**src/rtl/credit_stream_unloader.sv**
```systemverilog
// Credit-gated FWFT receive buffer for a fixed-latency valid-tagged pipeline.
// Optional saturating dropped-sample counter enabled by defining CSU_DROP_COUNT_EN.
module credit_stream_unloader #(
    parameter int DATA_WIDTH   = 2,
    parameter int DEPTH        = 8,
    parameter int INFLIGHT_MAX = 15
) (
    input  logic                         clk,
    input  logic                         rst_n,
    input  logic                         i_issue,
    output logic                         issue_ok,
    input  logic [DATA_WIDTH-1:0]        datain,
    input  logic                         i_valid,
    output logic [DATA_WIDTH-1:0]        dataout,
    output logic                         o_valid,
    input  logic                         o_ready,
    output logic [$clog2(DEPTH+1)-1:0]   level,
    output logic                         err_overflow,
    output logic                         err_unexpected,
    output logic [15:0]                  drop_count
);

    localparam int PTR_W = $clog2(DEPTH);
    localparam int LVL_W = $clog2(DEPTH + 1);
    localparam int INF_W = $clog2(INFLIGHT_MAX + 1);
    localparam int SUM_W = ((LVL_W > INF_W) ? LVL_W : INF_W) + 1;

    logic [DATA_WIDTH-1:0] mem_q [DEPTH];
    logic [PTR_W-1:0]      wr_ptr_q, wr_ptr_d;
    logic [PTR_W-1:0]      rd_ptr_q, rd_ptr_d;
    logic [LVL_W-1:0]      level_q, level_d;
    logic [INF_W-1:0]      inflight_q, inflight_d;
    logic                  err_ovf_q, err_ovf_d;
    logic                  err_unx_q, err_unx_d;

    logic                  full_s;
    logic                  rd_s;
    logic                  wr_s;
    logic                  drop_s;
    logic                  credit_s;
    logic [SUM_W-1:0]      committed_s;

    // Credits cover both buffered samples and samples still travelling in the pipeline.
    always_comb begin
        committed_s = SUM_W'(level_q) + SUM_W'(inflight_q);
        credit_s    = (committed_s < SUM_W'(DEPTH));
        full_s      = (level_q == LVL_W'(DEPTH));
        rd_s        = (level_q != {LVL_W{1'b0}}) && o_ready;
        wr_s        = i_valid && (!full_s || rd_s);
        drop_s      = i_valid && full_s && !rd_s;
    end

    // Next-state for pointers, occupancy, in-flight count and sticky flags.
    always_comb begin
        wr_ptr_d   = wr_ptr_q;
        rd_ptr_d   = rd_ptr_q;
        level_d    = level_q;
        inflight_d = inflight_q;
        err_ovf_d  = err_ovf_q;
        err_unx_d  = err_unx_q;

        if (wr_s) begin
            wr_ptr_d = wr_ptr_q + PTR_W'(1);
        end else begin
            wr_ptr_d = wr_ptr_q;
        end

        if (rd_s) begin
            rd_ptr_d = rd_ptr_q + PTR_W'(1);
        end else begin
            rd_ptr_d = rd_ptr_q;
        end

        case ({wr_s, rd_s})
            2'b10:   level_d = level_q + LVL_W'(1);
            2'b01:   level_d = level_q - LVL_W'(1);
            default: level_d = level_q;
        endcase

        case ({i_issue, i_valid})
            2'b10: begin
                if (inflight_q != INF_W'(INFLIGHT_MAX)) begin
                    inflight_d = inflight_q + INF_W'(1);
                end else begin
                    inflight_d = inflight_q;
                end
            end
            2'b01: begin
                if (inflight_q != {INF_W{1'b0}}) begin
                    inflight_d = inflight_q - INF_W'(1);
                end else begin
                    inflight_d = inflight_q;
                end
            end
            default: inflight_d = inflight_q;
        endcase

        if ((i_issue && !credit_s) || drop_s) begin
            err_ovf_d = 1'b1;
        end else begin
            err_ovf_d = err_ovf_q;
        end

        if (i_valid && (inflight_q == {INF_W{1'b0}})) begin
            err_unx_d = 1'b1;
        end else begin
            err_unx_d = err_unx_q;
        end
    end

    // Control state registers with synchronous active-low reset.
    always_ff @(posedge clk) begin
        if (!rst_n) begin
            wr_ptr_q   <= {PTR_W{1'b0}};
            rd_ptr_q   <= {PTR_W{1'b0}};
            level_q    <= {LVL_W{1'b0}};
            inflight_q <= {INF_W{1'b0}};
            err_ovf_q  <= 1'b0;
            err_unx_q  <= 1'b0;
        end else begin
            wr_ptr_q   <= wr_ptr_d;
            rd_ptr_q   <= rd_ptr_d;
            level_q    <= level_d;
            inflight_q <= inflight_d;
            err_ovf_q  <= err_ovf_d;
            err_unx_q  <= err_unx_d;
        end
    end

    // Storage array; contents need no reset since level gates visibility.
    always_ff @(posedge clk) begin
        if (rst_n && wr_s) begin
            mem_q[wr_ptr_q] <= datain;
        end
    end

`ifdef CSU_DROP_COUNT_EN
    logic [15:0] drop_cnt_q, drop_cnt_d;

    // Saturating count of arrivals lost to a full buffer.
    always_comb begin
        if (drop_s && (drop_cnt_q != 16'hFFFF)) begin
            drop_cnt_d = drop_cnt_q + 16'd1;
        end else begin
            drop_cnt_d = drop_cnt_q;
        end
    end

    // Drop counter register.
    always_ff @(posedge clk) begin
        if (!rst_n) begin
            drop_cnt_q <= 16'h0000;
        end else begin
            drop_cnt_q <= drop_cnt_d;
        end
    end

    assign drop_count = drop_cnt_q;
`else
    assign drop_count = 16'h0000;
`endif

    assign issue_ok       = credit_s;
    assign dataout        = mem_q[rd_ptr_q];
    assign o_valid        = (level_q != {LVL_W{1'b0}});
    assign level          = level_q;
    assign err_overflow   = err_ovf_q;
    assign err_unexpected = err_unx_q;

endmodule

```
**config.mk**
```make
export PLATFORM = sky130hd
export DESIGN_NAME = credit_stream_unloader
export DESIGN_NICKNAME = d
export VERILOG_FILES = /design/src/rtl/credit_stream_unloader.sv
export SDC_FILE = /design/constraint.sdc
export NUM_CORES = 1
export LEC_CHECK = 0
export CELL_PAD_IN_SITES_DETAIL_PLACEMENT = 1
export CELL_PAD_IN_SITES_GLOBAL_PLACEMENT = 2
export CORE_UTILIZATION = 30
export DETAILED_ROUTE_END_ITERATION = 12
export MAX_ROUTING_LAYER = met4
export PLACE_DENSITY_LB_ADDON = 0.1
export SYNTH_ARGS = -nofsm -noshare
export SYNTH_HDL_FRONTEND = slang
export SYNTH_SLANG_ARGS = --single-unit
```
**constraint.sdc**
```tcl
create_clock -name clk -period 2.1 [get_ports clk]
set_input_delay 0.525 -clock clk [delete_from_list [all_inputs] [get_ports clk]]
set_output_delay 0.525 -clock clk [all_outputs]
set_load 0.05 [all_outputs]
```
==> impl_metrics.ini <==
[floorplanning]
die_y_um = 81.8
core.rowCount = 28
die_w_um = 81.8
core_area_um2 = 6030
start_util = 0.317
die_area_um2 = 6690
io_pins = 33

[sta]
finalWorstSetupSlack_ns = -0.0850
tns_ns = -0.214
maxSlewHeadroom = 0.655
period_share = 1.04
fin_crit_ns = 2.18
setup_violations = 5
max_freq_mhz = 458
tightest_slew_ns = 0.516
rsz0062_at_grt = yes
final_hold_viol_count = 0
fin_skew_ns = 0.00588
report.final.slew_viol_count = 0

[critical_path]
rrSetupSlack_ns = -0.06
timing.rr.end = level[2]$_SDFFE_PN0P_
cp_data_required_time_ns = 1.57
reg2reg_from = level[1]$_SDFFE_PN0P_
worst_ep_arrival_time_ns = 1.66
worstRegToRegCells = 9
path_class = flip-flop to output port
crit_path_end_kind = output port
startpoint_type = flip-flop
cp_max_fo = 2

[logic_synthesis]
synth_top_area_cell = edfxtp_1
synth_area_um2 = 1910
synth-edff-count = 16
ys_seq_elements = 35
synth_common_cells = dfxtp_1 (19), buf_4 (17), edfxtp_1 (16)
yosysUniqueCellTypes = 45
ys_async_sr_fraction = 0
ys_top_cells_by_area = edfxtp_1 (25%), dfxtp_1 (20%), buf_4 (6.7%), ha_1 (6.6%), mux4_2 (4.7%)
dominantRegCellSynth = dfxtp_1
syn_inst = 175
synth.most_common_cell = dfxtp_1
synth_top_area_frac = 0.252
ys_seq_area_frac = 0.451
syn_area_per_cell_um2 = 10.9
yosys_warnings = 0

[clock_network]
insertion_delay_ns = 0.29
cts-root-buf = clkbuf_8
cts_sinks = 35
clk_pin_slew_ns = 0.07
clk_path_buf_depth = 2
h-tree-depth = 2
numCtsBuffers = 5
cts_tree = yes
cts.hold.buffers_added = 0

[grt]
gr-total-overflow = 0
grt_max_degree = 14
antenna_found_initial = 0
grt_usage = 0.150
grt_pass1_vias = 1503
grt_pass1_wl_um = 7180

[power]
switching_share = 0.384
seqPwrFrac = 0.357
pwr_density_cell_nw_per_um2 = 949
clkPwrFrac = 0.198
p_sw_uw = 935
ir_drop_v = 0.000405
combinationalPowerShare = 0.446
p_int_uw = 1500
leakagePower_uw = 0.00103

[routing]
totalWireLength_um = 4480
wl_per_cell_um = 15.0
final_antenna_net_count = 0
initialDrtViolationCount = 44
firstDrtPassIters = 4
drc_errors = 0
avgViaCountPerCell = 4.71
vias = 1407

[final_layout]
nets = 241
syn_to_final_growth_pct = 34.3
layout-drive-gt1-share = 0.388
n_antenna_cell = 0
final_area_um2 = 2560
fin_cells = 299
fillCellCount = 664

[placement]
place_congestion = 0.788
place_ws_ns = -0.425
io_buffers = 16
post-place-cells = 284
hpwl_um = 3380
place_area_um2 = 2270

[hold_path]
hold_path_class = flip-flop to flip-flop
hold_start = rd_ptr_q[1]$_SDFFE_PN0N_
whs_path_depth = 2

[run]
maxCapViolations = 0

[outcome]
violations = negative setup slack
status = finished, violations left
==> layout by cell type, fill, tap and decap left out, types with 2 or more instances in the layout <==
cell	count
xnor2_1	3
buf_8	2
clkbuf_8	5
nor2_1	13
clkdlybuf4s50_1	6
nand4_1	2
mux2i_1	4
conb_1	16
buf_6	2
a31oi_1	2
dfxtp_1	12
nor3_2	3
mux4_2	4
nor2b_1	2
nand2b_1	4
nand2_1	9
ha_1	6
dfxtp_2	3
dfxtp_4	4
nand4b_1	2
mux2_4	2
a21oi_1	8
ha_4	3
edfxtp_1	16
nor3_1	4
o21ai_0	3
inv_1	6
nand2_2	2
buf_4	37
nand3_1	5
==> layer usage <==
metal / up-vias / part of all wire / global-route usage
li1: 686 / - / -
met1: 694 / 0.42 / 0.164
met2: 22 / 0.54 / 0.273
met3: 5 / 0.027 / 0.0333
met4: 0 / 0.011 / 0.0368
met5: - / 0 / -
==> cells by family (layout without fill, tap and decap cells) <==
family,Yosys count,after routing,share of synthesized area
AND/OR/NAND/NOR,57,57,0.158
flip-flops,35,35,0.451
buffers and inverters,31,65,0.104
AO/OA/AOI/OAI,24,24,0.0983
adder cells (fa/ha/maj),11,11,0.0760
multiplexers,10,10,0.0799
XOR/XNOR,6,6,0.0315
other,1,16,0.00196
==> what timing repair did <==
item,4_1_cts,5_1_grt
endpoints found under the setup margin,20,12
endpoints found under the hold margin,0,0
gates resized for setup,27,8
setup buffers,6,1
pin swaps,8,8
==> worst max-delay path: stages, from the launching register on <==
cell and delay [ns]:
dfxtp_2 0.34, ha_4 0.23, a31o_4 0.23, a2111oi_4 0.39, buf_12 0.19
==> power by group through the flow <==
stage / combinational, uW / sequential, uW / clock (uW)
after floorplan: 680 / 935 / 0
after global placement: 901 / 877 / 0
after detailed placement: 919 / 883 / 0
after CTS: 1070 / 869 / 491
after global routing: 1160 / 880 / 520
final: 1080 / 868 / 481
==> registers in the layout (all words and copies together) (netlist names), named ones only <==
register	flops
err_overflow	1
rd_ptr_q	3
inflight_q	4
mem_q	16
err_unexpected	1
level	4
wr_ptr_q	3
==> through the flow <==
| stage | hold WS (ns) | power [uW] | util |
|---|---|---|---|
| detailed placement | 0.484 | 1800 | 0.376 |
| floorplan | 0.453 | 1620 | - |
| global route | 0.523 | 2550 | 0.426 |
| CTS | 0.496 | 2430 | 0.420 |
| finish | 0.488 | 2430 | 0.426 |
| global placement | 0.470 | 1780 | 0.376 |
==> layout make-up <==
type / instances / area [um2] / area share
Clock buffer: 6 / 72.6 / 0.0283
Clock inverter: 2 / 8.76 / 0.00341
Inverter: 7 / 26.3 / 0.0102
Multi-Input combinational cell: 124 / 1050 / 0.410
Sequential cell: 35 / 880 / 0.343
Tap cell: 75 / 93.8 / 0.0366
Timing Repair Buffer: 50 / 432 / 0.168
==> worst max-delay path by stage <==
stage | from | end | slack, ns | cells past startpoint
after floorplan | level[0]$_SDFFE_PN0P_ | level[2]$_SDFFE_PN0P_ | -0.18 | 9
after global placement | o_ready | level[2]$_SDFFE_PN0P_ | -0.40 | 8
after detailed placement | i_valid | mem_q[4][1]$_DFFE_PP_ | -0.43 | 6
after CTS | inflight_q[1]$_SDFFE_PN0P_ | issue_ok | -0.18 | 4
after global routing | level[1]$_SDFFE_PN0P_ | issue_ok | -0.15 | 4
final | inflight_q[1]$_SDFFE_PN0P_ | issue_ok | -0.08 | 4
Power figures use the tool's default switching activity.
